$ cat config.mk
export PLATFORM = sky130hd
export DESIGN_NAME = cipher_output_formatter_flat
export DESIGN_NICKNAME = d
export VERILOG_FILES = /design/src/rtl/enigma_pkg.sv /design/src/rtl/cipher_output_formatter_if.sv /design/src/rtl/cipher_output_formatter_fifo.sv /design/src/rtl/cipher_output_formatter.sv /design/src/flat_wrapper.sv
export SDC_FILE = /design/constraint.sdc
export NUM_CORES = 1
export LEC_CHECK = 0
export ABC_AREA = 1
export ABC_CLOCK_PERIOD_IN_PS = 3300
export CAP_MARGIN = 20
export CORE_UTILIZATION = 50
export DETAILED_ROUTE_END_ITERATION = 6
export GPL_TIMING_DRIVEN = 0
export PLACE_DENSITY = 0.68
export SETUP_SLACK_MARGIN = 0.2
export SLEW_MARGIN = 0
export SYNTH_ARGS = -nofsm -noshare
export SYNTH_HDL_FRONTEND = slang
export SYNTH_SLANG_ARGS = --single-unit
$ cat constraint.sdc
create_clock -name clk -period 3.3 [get_ports clk]
set_input_delay 0.66 -clock clk [delete_from_list [all_inputs] [get_ports clk]]
set_output_delay 0.66 -clock clk [all_outputs]
set_load 0.01 [all_outputs]
$ cat src/rtl/enigma_pkg.sv
// -----------------------------------------------------------------------------
// enigma_pkg
// Shared definitions for the enigma output path.
//   - Lampboard letter-code constants (CODE_MAX, CODE_IDLE)
//   - ASCII constants for letters and line/group separators
//   - Formatter state enum
//   - letter_ascii() helper mapping a letter code to its ASCII byte
// -----------------------------------------------------------------------------
package enigma_pkg;

   localparam logic [4:0] CODE_MAX  = 5'd25;
   localparam logic [4:0] CODE_IDLE = 5'd31;

   localparam logic [7:0] ASCII_A     = 8'h41;
   localparam logic [7:0] ASCII_SPACE = 8'h20;
   localparam logic [7:0] ASCII_CR    = 8'h0D;
   localparam logic [7:0] ASCII_LF    = 8'h0A;

   typedef enum logic [2:0] {
      ST_IDLE,
      ST_LETTER,
      ST_SPACE,
      ST_CR,
      ST_LF
   } fmt_state_t;

   // Letter codes 0..25 map straight onto 'A'..'Z'.
   function automatic logic [7:0] letter_ascii(input logic [4:0] code);
      return ASCII_A + {3'b000, code};
   endfunction

endpackage

$ cat src/rtl/cipher_output_formatter_if.sv
// -----------------------------------------------------------------------------
// cipher_output_formatter_if
// Handshake bundle between the enigma core, the formatter and the UART side.
//   in_code/in_valid/in_ready : letter codes from the core
//   flush                     : single-cycle request to terminate the line
//   out_byte/out_valid/out_ready : ASCII byte stream toward the UART
// Modports:
//   master : the environment (core + UART) driving codes and consuming bytes
//   slave  : the formatter itself
// -----------------------------------------------------------------------------
interface cipher_output_formatter_if;

   logic [4:0] in_code;
   logic       in_valid;
   logic       in_ready;
   logic       flush;
   logic [7:0] out_byte;
   logic       out_valid;
   logic       out_ready;

   modport master (
      output in_code, in_valid, flush, out_ready,
      input  in_ready, out_byte, out_valid
   );

   modport slave (
      input  in_code, in_valid, flush, out_ready,
      output in_ready, out_byte, out_valid
   );

endinterface

$ cat src/rtl/cipher_output_formatter_fifo.sv
// -----------------------------------------------------------------------------
// code_fifo
// Synchronous FIFO for 5-bit letter codes, DEPTH entries (power of two).
// Ports:
//   clk, rst  : clock and synchronous active-high reset
//   push, wr_data : write request and data (ignored when full)
//   pop, rd_data  : read request (ignored when empty); rd_data shows the head
//   full, empty, count : occupancy status
// -----------------------------------------------------------------------------
module code_fifo #(
   parameter int DEPTH = 16,
   parameter int WIDTH = 5
) (
   input  logic                     clk,
   input  logic                     rst,
   input  logic                     push,
   input  logic [WIDTH-1:0]         wr_data,
   input  logic                     pop,
   output logic [WIDTH-1:0]         rd_data,
   output logic                     full,
   output logic                     empty,
   output logic [$clog2(DEPTH):0]   count
);

   localparam int AW = $clog2(DEPTH);
   localparam int CW = AW + 1;

   logic [WIDTH-1:0] mem [DEPTH];
   logic [AW-1:0]    wr_ptr;
   logic [AW-1:0]    rd_ptr;
   logic             do_push;
   logic             do_pop;

   assign full    = (count == CW'(DEPTH));
   assign empty   = (count == '0);
   assign do_push = push && !full && !rst;
   assign do_pop  = pop && !empty;
   assign rd_data = mem[rd_ptr];

   // Storage array carries no reset; stale entries are never visible because
   // the pointers and count are cleared.
   always_ff @(posedge clk) begin
      if (do_push) begin
         mem[wr_ptr] <= wr_data;
      end
   end

   // Pointers wrap naturally because DEPTH is a power of two. A simultaneous
   // push and pop leaves the count unchanged.
   always_ff @(posedge clk) begin
      if (rst) begin
         wr_ptr <= '0;
         rd_ptr <= '0;
         count  <= '0;
      end else begin
         if (do_push) begin
            wr_ptr <= wr_ptr + AW'(1);
         end
         if (do_pop) begin
            rd_ptr <= rd_ptr + AW'(1);
         end
         case ({do_push, do_pop})
            2'b10:   count <= count + CW'(1);
            2'b01:   count <= count - CW'(1);
            default: count <= count;
         endcase
      end
   end

endmodule

$ cat src/rtl/cipher_output_formatter.sv
// -----------------------------------------------------------------------------
// cipher_output_formatter
// Turns the enigma lampboard letter stream into classic five-letter cipher
// groups: letters are buffered, emitted as ASCII, separated by a space after
// every GROUP_LEN letters and by CR LF after every GROUPS_PER_LINE groups.
// A flush request terminates a partial line with CR LF.
// Ports:
//   clk, rst   : clock and synchronous active-high reset
//   bus        : slave side of cipher_output_formatter_if (codes in, bytes out)
//   fifo_count : number of letter codes currently buffered
//   bad_code   : sticky flag, a code in 26..30 was received
// -----------------------------------------------------------------------------
module cipher_output_formatter
   import enigma_pkg::*;
#(
   parameter int DEPTH           = 16,
   parameter int GROUP_LEN       = 5,
   parameter int GROUPS_PER_LINE = 5
) (
   input  logic                        clk,
   input  logic                        rst,
   cipher_output_formatter_if.slave    bus,
   output logic [$clog2(DEPTH):0]      fifo_count,
   output logic                        bad_code
);

   localparam int LW = $clog2(GROUP_LEN + 1);
   localparam int GW = $clog2(GROUPS_PER_LINE + 1);
   localparam logic [LW-1:0] LAST_LETTER = LW'(GROUP_LEN - 1);
   localparam logic [GW-1:0] LAST_GROUP  = GW'(GROUPS_PER_LINE - 1);

   fmt_state_t    state;
   logic [LW-1:0] letter_cnt;
   logic [GW-1:0] group_cnt;
   logic          sep_due;
   logic          line_due;
   logic          flush_pending;
   logic [7:0]    out_byte_q;
   logic          out_valid_q;

   logic          fifo_full;
   logic          fifo_empty;
   logic [4:0]    fifo_rd_data;
   logic          in_ready_int;
   logic          accept;
   logic          push;
   logic          pop;
   logic          load_en;
   logic          sep_pending;
   logic          code_bad;

   assign in_ready_int  = !fifo_full && !rst;
   assign bus.in_ready  = in_ready_int;
   assign bus.out_byte  = out_byte_q;
   assign bus.out_valid = out_valid_q;

   assign accept   = bus.in_valid && in_ready_int;
   assign push     = accept && (bus.in_code <= CODE_MAX);
   assign code_bad = accept && (bus.in_code > CODE_MAX) && (bus.in_code != CODE_IDLE);

   // The output register may only change when it is empty or being consumed.
   // A pending separator (LF after CR, or a group/line break) outranks letters,
   // so the FIFO is popped only when no separator is owed.
   assign load_en     = !out_valid_q || bus.out_ready;
   assign sep_pending = (state == ST_CR) || sep_due;
   assign pop         = load_en && !sep_pending && !fifo_empty;

   code_fifo #(
      .DEPTH (DEPTH),
      .WIDTH (5)
   ) u_fifo (
      .clk     (clk),
      .rst     (rst),
      .push    (push),
      .wr_data (bus.in_code),
      .pop     (pop),
      .rd_data (fifo_rd_data),
      .full    (fifo_full),
      .empty   (fifo_empty),
      .count   (fifo_count)
   );

   // Formatter FSM and output register.
   // sep_due marks that a group just completed; line_due additionally marks
   // that it completed the line, so the owed separator is CR (then LF via the
   // ST_CR state) instead of a space. The group counters are cleared at the
   // moment the line-completing letter loads, so after CR LF both read zero.
   // A flush is only serviced once the FIFO is drained and no separator is
   // owed; with both counters at zero it is simply dropped. The flush input is
   // sampled last so a request arriving on the servicing edge is kept.
   always_ff @(posedge clk) begin
      if (rst) begin
         state         <= ST_IDLE;
         letter_cnt    <= '0;
         group_cnt     <= '0;
         sep_due       <= 1'b0;
         line_due      <= 1'b0;
         flush_pending <= 1'b0;
         out_byte_q    <= 8'h00;
         out_valid_q   <= 1'b0;
         bad_code      <= 1'b0;
      end else begin
         if (code_bad) begin
            bad_code <= 1'b1;
         end

         if (load_en) begin
            if (state == ST_CR) begin
               out_byte_q  <= ASCII_LF;
               out_valid_q <= 1'b1;
               state       <= ST_LF;
            end else if (sep_due) begin
               sep_due     <= 1'b0;
               out_valid_q <= 1'b1;
               if (line_due) begin
                  line_due   <= 1'b0;
                  out_byte_q <= ASCII_CR;
                  state      <= ST_CR;
               end else begin
                  out_byte_q <= ASCII_SPACE;
                  state      <= ST_SPACE;
               end
            end else if (!fifo_empty) begin
               out_byte_q  <= letter_ascii(fifo_rd_data);
               out_valid_q <= 1'b1;
               state       <= ST_LETTER;
               if (letter_cnt == LAST_LETTER) begin
                  letter_cnt <= '0;
                  sep_due    <= 1'b1;
                  if (group_cnt == LAST_GROUP) begin
                     group_cnt <= '0;
                     line_due  <= 1'b1;
                  end else begin
                     group_cnt <= group_cnt + GW'(1);
                  end
               end else begin
                  letter_cnt <= letter_cnt + LW'(1);
               end
            end else if (flush_pending) begin
               flush_pending <= 1'b0;
               if ((letter_cnt != '0) || (group_cnt != '0)) begin
                  out_byte_q  <= ASCII_CR;
                  out_valid_q <= 1'b1;
                  state       <= ST_CR;
                  letter_cnt  <= '0;
                  group_cnt   <= '0;
               end else begin
                  out_valid_q <= 1'b0;
                  state       <= ST_IDLE;
               end
            end else begin
               out_valid_q <= 1'b0;
               state       <= ST_IDLE;
            end
         end

         if (bus.flush) begin
            flush_pending <= 1'b1;
         end
      end
   end

endmodule

$ cat src/flat_wrapper.sv
// flat-port wrapper written by rule: the top's interface ports become plain ports
module cipher_output_formatter_flat import enigma_pkg::*;
#(
   parameter int DEPTH           = 16,
   parameter int GROUP_LEN       = 5,
   parameter int GROUPS_PER_LINE = 5
)
  (clk, rst, fifo_count, bad_code, bus_in_code, bus_in_valid, bus_flush, bus_out_ready, bus_in_ready, bus_out_byte, bus_out_valid);
  cipher_output_formatter_if bus_i ();
  input  logic clk;
  input  logic rst;
  output logic [$clog2(DEPTH):0] fifo_count;
  output logic bad_code;
  input wire logic [$bits(bus_i.in_code)-1:0] bus_in_code;
  input wire logic [$bits(bus_i.in_valid)-1:0] bus_in_valid;
  input wire logic [$bits(bus_i.flush)-1:0] bus_flush;
  input wire logic [$bits(bus_i.out_ready)-1:0] bus_out_ready;
  output wire logic [$bits(bus_i.in_ready)-1:0] bus_in_ready;
  output wire logic [$bits(bus_i.out_byte)-1:0] bus_out_byte;
  output wire logic [$bits(bus_i.out_valid)-1:0] bus_out_valid;
  assign bus_i.in_code = bus_in_code;
  assign bus_i.in_valid = bus_in_valid;
  assign bus_i.flush = bus_flush;
  assign bus_i.out_ready = bus_out_ready;
  assign bus_in_ready = bus_i.in_ready;
  assign bus_out_byte = bus_i.out_byte;
  assign bus_out_valid = bus_i.out_valid;
  cipher_output_formatter #(.DEPTH(DEPTH), .GROUP_LEN(GROUP_LEN), .GROUPS_PER_LINE(GROUPS_PER_LINE)) u_core (.clk(clk), .rst(rst), .bus(bus_i), .fifo_count(fifo_count), .bad_code(bad_code));
endmodule
# Yosys cells after proc, flatten, opt, wreduce, memory -nomap -nowiden
# Memories as Yosys holds them, arrays and structs flattened. A register that Yosys moved wholly into a read port is not among the register bits.
# Index checks and enable logic that the tools add are counted.
# totals
regBits	35
ram_bits	80
inputBits	10
elab_cells	112
n_memories	1
# memory_table
name	words	width	rd	rd_ports_with_merged_regs	wr	line_no	text
u_core.u_fifo.mem	16	5	1	1	1	cipher_output_formatter_fifo.sv:28	logic [WIDTH-1:0] mem [DEPTH];
# op_classes
add_sub_neg	7
magnitude_cmp	2
n_eq_ne	14
n_mux	41
bitwise_logic	2
reduce_logical	33
# op_table
cell	n
$mux W8	5
$mux W3	10
$mux W1	20
$reduce_bool A2 Y1	6
$logic_and A1 B1 Y1	10
$pmux W5 S2	1
$reduce_and A5 Y1	2
$add A4 B1 Y4 const B	2
$add A7 B5 Y8 const A	1
$mux W4	2
$add A3 B1 Y3 const B	2
$eq A3 B3 Y1 const B	2
$mux W6	1
$ne A2 B2 Y1 const B	3
$reduce_and A6 Y1	1
$reduce_bool A3 Y1	2
$add A5 B1 Y5 const B	1
$eq A5 B5 Y1 const B	1
$gt A5 B5 Y1 const B	1
$le A5 B5 Y1 const B	1
$logic_not A1 Y1	5
$logic_not A5 Y1	1
$ne A5 B5 Y1 const B	1
$sub A5 B1 Y5 const B	1
other kinds (12)	17

# Depth between registers and ports, before layout
# logic_depth
depth_word	9
mapped_depth	18
ltp_nobuf	18

# Hierarchy
# From an unflattened synthesis, not the netlist that was laid out.
# hier_totals
hier_cells	564
hier_area_um2	5471.5
# by_module_without_submodules
module	n_inst	cells_each	area_per_inst_um2
code_fifo	1	398	4302.9
cipher_output_formatter	1	166	1168.6

# Worst setup path after synthesis
# No wires, ideal clock.
# synth_path
path_type	input -> register
from	in rst
to	reg u_core.u_fifo.count[4]
setup_time_ns	0.070
arrival_ns	2.816
t_required_ns	3.230
slack_ns	0.414
cell_stages	16
path_buffers	1
path_cell_list	buf_2 > inv_1 > nand2_1 > inv_1 > nand2_1 > nor2_2 > inv_1 > ha_1 > xor2_1 > ha_1 > inv_1 > nand2_1 > nand2_1 > o311ai_0 > o21ai_0 > a21oi_1
# synth_between
elab_chain_cells	8
# synth_lines
item	line_no	text
from (decl)	flat_wrapper.sv:11	input logic rst;
$logic_not A1 Y1 *	cipher_output_formatter.sv:52	assign in_ready_int = !fifo_full && !rst;
$logic_and A1 B1 Y1 *	cipher_output_formatter.sv:52	
net bus_in_ready	flat_wrapper.sv:18	output wire logic [$bits(bus_i.in_ready)-1:0] bus_in_ready;
$logic_and A1 B1 Y1 *	cipher_output_formatter.sv:57	assign accept = bus.in_valid && in_ready_int;
$logic_and A1 B1 Y1 *	cipher_output_formatter.sv:58	assign push = accept && (bus.in_code <= CODE_MAX);
$logic_and A1 B1 Y1 * (2 in a row)	cipher_output_formatter_fifo.sv:36	assign do_push = push && !full && !rst;
$eq A2 B1 Y1 / $eq A2 B2 Y1 (equally long branches)	cipher_output_formatter_fifo.sv:62	case ({do_push, do_pop})
$pmux W5 S2 / $reduce_bool A2 Y1 (equally long branches)	n/a	
to (signal assigned)	cipher_output_formatter_fifo.sv:63	2'b10: count <= count + CW'(1);
to (signal assigned)	cipher_output_formatter_fifo.sv:64	2'b01: count <= count - CW'(1);
to (signal assigned)	cipher_output_formatter_fifo.sv:65	default: count <= count;
to (decl)	cipher_output_formatter_fifo.sv:22	output logic [$clog2(DEPTH):0] count
# The timed path passes the listed nets; every way through them passes the cells marked *.
# A chain may end at the register's enable or synchronous reset.

# Final worst setup path
# layout_path
from	in bus_out_ready
to	reg u_core.u_fifo.count[4]
# layout_between
elab_chain_cells	6
# layout_lines
item	line_no	text
from (decl)	flat_wrapper.sv:17	input wire logic [$bits(bus_i.out_ready)-1:0] bus_out_ready;
$logic_or A1 B1 Y1 *	cipher_output_formatter.sv:64	assign load_en = !out_valid_q || bus.out_ready;
$logic_and A1 B1 Y1 * (2 in a row)	cipher_output_formatter.sv:66	assign pop = load_en && !sep_pending && !fifo_empty;
$logic_and A1 B1 Y1 *	cipher_output_formatter_fifo.sv:37	assign do_pop = pop && !empty;
net u_core.u_fifo.do_pop	cipher_output_formatter_fifo.sv:32	logic do_pop;
$eq A2 B1 Y1 / $eq A2 B2 Y1 (equally long branches)	cipher_output_formatter_fifo.sv:62	
$pmux W5 S2 / $reduce_bool A2 Y1 (equally long branches)	n/a	
# Marked as above.

==> flow_metrics.py <==
metrics = {
    "status": {
        "status": "finished clean",
    },
    "finish": {
        "drive_above_1_share_pct": 11.4,
        "diodes": 0,
        "syn_to_final_growth_pct": 17.7,
        "fin_nets": 631,
        "fin_cells": 757,
        "fin_util_pct": 60.8,
    },
    "clock_tree": {
        "cts_sinks": 118,
        "numCtsBuffers": 17,
        "postCtsHoldBufs": 0,
        "clkTransAtPathRegs_ns": 0.06,
        "cts_tree": "built",
        "insertion_delay_ns": 0.52,
        "clockBufferDepth": 2,
        "h-tree-depth": 4,
        "clockRootBuffer": "clkbuf_8",
    },
    "routing": {
        "drt_iter0_markers": 375,
        "vias": 3985,
        "ant_nets": 0,
        "drtPass1Iterations": 5,
        "drt-vias-per-instance": 5.26,
        "drt_wl_total_um": 12100,
        "wl_per_cell_um": 16.0,
        "drcViolationCount": 0,
    },
    "yosys": {
        "synth_top_area_cell": "edfxtp_1",
        "yosys.area_share.adder_pct": 3.05,
        "yosys.area_share.simple_pct": 22.7,
        "ys_seq_area_share_pct": 59.3,
        "synth_top_family_by_area": "simple AND/OR/NAND/NOR gates",
        "synth_nets": 587,
        "synth.area.top_cells": "edfxtp_1 45%, dfxtp_1 14%, nand2_1 10%",
        "avgSynthCellArea_um2": 9.45,
        "ys_types": 40,
        "synthCells": 564,
        "synth_compound_area_share_pct": 6.10,
        "synth_seq_cells": 118,
        "synth.most_common_cell": "nand2_1",
        "netlist_area_um2": 5330,
        "synth-main-ff-cell": "edfxtp_1",
        "synthArstFlopShare_pct": 0,
        "synth-xor-area-share_pct": 0.986,
        "synthMuxAreaShare_pct": 0,
        "synth_commonest_cells": "149 x nand2_1, 80 x edfxtp_1, 67 x inv_1",
        "synth-edff-count": 80,
        "netlist.area_leader.share_pct": 45.1,
        "synth_warnings": 0,
    },
    "floorplanning": {
        "fp.dieW_um": 105,
        "die_y_um": 105,
        "die-area_um2": 11100,
        "initial_core_util_pct": 51.6,
        "rows": 37,
        "ioPinCount": 26,
        "core-area_um2": 10300,
    },
    "worst_setup_path": {
        "cp_slowest_stage_delay_ns": 0.47,
        "cp-endpoint": "u_core.u_fifo.count[4]$_SDFFE_PP0P_",
        "cp_data_arrival_time_ns": 3.29,
        "crit_required_ns": 3.70,
        "crit_top_cell": "nor2_2",
        "critPathKind": "in -> reg",
        "reg2reg_to": "u_core.u_fifo.count[4]$_SDFFE_PP0P_",
        "slowest_stage": "clkdlybuf4s50_1",
        "worstPathCellList": "clkdlybuf4s50_1 > nor2_2 > nor2_2 > inv_2 > nor2_2 > nand2_2 > clkinvlp_4 > ha_2 > xor2_2 > ha_1 > inv_1 > nand2_1 > nand2_1 > o32ai_1 > o311ai_2 > o21ai_0 > a21oi_1",
        "reg2reg_depth": 17,
        "setup.worst_path.start": "bus_out_ready",
        "start_kind": "primary input",
        "ff2ff_setup_slack_ns": 0.49,
        "critical_path_peak_fanout": 6,
        "r2r-start": "u_core.u_fifo.count[0]$_SDFFE_PP0P_",
        "endpoint_kind": "flop",
    },
    "flow_run": {
        "max_cap_viol_count": 0,
    },
    "global_routing": {
        "grt_usage_pct": 23.8,
        "grt_busiest_layer": "met2",
        "use_met1_pct": 33.6,
        "grt_pass1_vias": 3822,
        "met3_usage_pct": 5.01,
        "grt_max_degree": 19,
        "grt_remaining_overflow": 0,
        "use_met2_pct": 35.2,
        "antenna_found_initial": 0,
        "grt_pass1_wl_um": 19700,
    },
    "placement": {
        "place_inst": 723,
        "routabilityCongestion": 0.897,
        "hpwlAfterDp_um": 8220,
        "port_buffers": 23,
    },
    "timing": {
        "hold_slack_ns": 0.461,
        "period_share_pct": 87.6,
        "slew_headroom_pct": 52.7,
        "setup_tns_ns": 0,
        "drv_slew": 0,
        "finalSetupViolCount": 0,
        "tightest_slew_ns": 0.708,
        "rsz0062_at_grt": "no",
        "finClkSkew_ns": 0.0105,
        "period_minus_slack_ns": 2.89,
        "hold_viol_final": 0,
        "clock.fmax_mhz": 346,
    },
    "power_and_ir_drop": {
        "p_leak_nw": 2.59,
        "p_per_area_nw_per_um2": 849,
        "report.power.total_w": 0.00533,
        "irDropWorstVdd_v": 0.000455,
    },
    "hold_path": {
        "hold_path_class": "reg -> reg",
    },
}
==> logic make-up (layout without fill, tap and decap cells) <==
family	count (synthesis)	in the layout
adder cells (fa/ha/maj)	13	13
other	1	1
flip-flops	118	118
buffers and inverters	90	147
AND/OR/NAND/NOR	279	279
XOR/XNOR	6	6
AO/OA/AOI/OAI	57	57
==> critical path: cells and delay by family <==
family	cells	cell delay [ns]
buf+inv	4	0.74
simple gates	6	0.70
compound gates	4	0.60
fa+ha+maj	2	0.42
xor+xnor	1	0.18
==> where the power goes <==
group / switching [W] / internal (W)
combinational: 0.00121 / 0.000708
clock: 0.000617 / 0.000982
sequential: 0.000102 / 0.00171
==> layout by cell type, fill, tap and decap left out, types with 5 or more instances in the layout <==
cell type,instances
dfxtp_1,38
buf_6,5
a21oi_1,24
clkbuf_1,7
nand2_1,149
clkdlybuf4s50_1,19
inv_1,66
edfxtp_1,80
buf_4,6
clkbuf_16,16
ha_1,12
nor2_1,41
nand2_2,10
o21ai_0,21
nand3_1,59
==> layout make-up <==
cell class	instances	area [um2]
fillers	857	4050
flip-flops and latches	118	3160
multi-input cells	356	1780
clock buffers	21	429
inverters	73	285
repair buffers	25	233
well taps	136	170
plain buffers	17	133
clock inverters	11	85.1
==> metal layers <==
layer / wire, um / up-vias
li1: - / 1951
met1: 5710 / 1874
met2: 5470 / 139
met3: 692 / 21
met4: 251 / 0
met5: 0 / -
==> sequential cells by signal (all words and copies together), names as in the netlist, named ones only <==
signal and cells:
u_core.u_fifo.rd_ptr 4, u_core.flush_pending 1, u_core.sep_due 1, u_core.u_fifo.count 5, u_core.u_fifo.mem 80, u_core.line_due 1, u_core.letter_cnt 3, u_core.u_fifo.wr_ptr 4
u_core.bad_code 1, u_core.bus.out_byte 7, u_core.state 3, u_core.bus.out_valid 1, u_core.group_cnt 3
==> per-stage QoR <==
step	worst slack [ns]	area, um2
global route	0.182	6280
detailed placement	-0.672	5730
floorplan	0.414	5330
finish	0.408	6280
global placement	-0.624	5730
CTS	0.242	6240
==> what timing repair did <==
item / in CTS / in global routing
setup endpoints to repair: 1 / 1
resized for setup: 5 / 10
setup buffers: 0 / 2
gates cloned: 0 / 0
==> how the worst min path moves through the flow <==
| stage | slack (ns) | to | startpoint | cells past startpoint |
|---|---|---|---|---|
| final | 0.46 | u_core.bad_code$_SDFFE_PP0P_ | u_core.bad_code$_SDFFE_PP0P_ | 2 |
| after global routing | 0.48 | flop | rst | 2 |
| after CTS | 0.45 | u_core.line_due$_SDFFE_PP0P_ | rst | 2 |
| after detailed placement | 0.46 | u_core.bad_code$_SDFFE_PP0P_ | u_core.bad_code$_SDFFE_PP0P_ | 2 |
| after global placement | 0.44 | u_core.bad_code$_SDFFE_PP0P_ | u_core.bad_code$_SDFFE_PP0P_ | 2 |
| after floorplan | 0.44 | flop | u_core.u_fifo.rd_ptr[3]$_SDFFE_PP0P_ | 2 |
(Power assumes the default switching activity.)
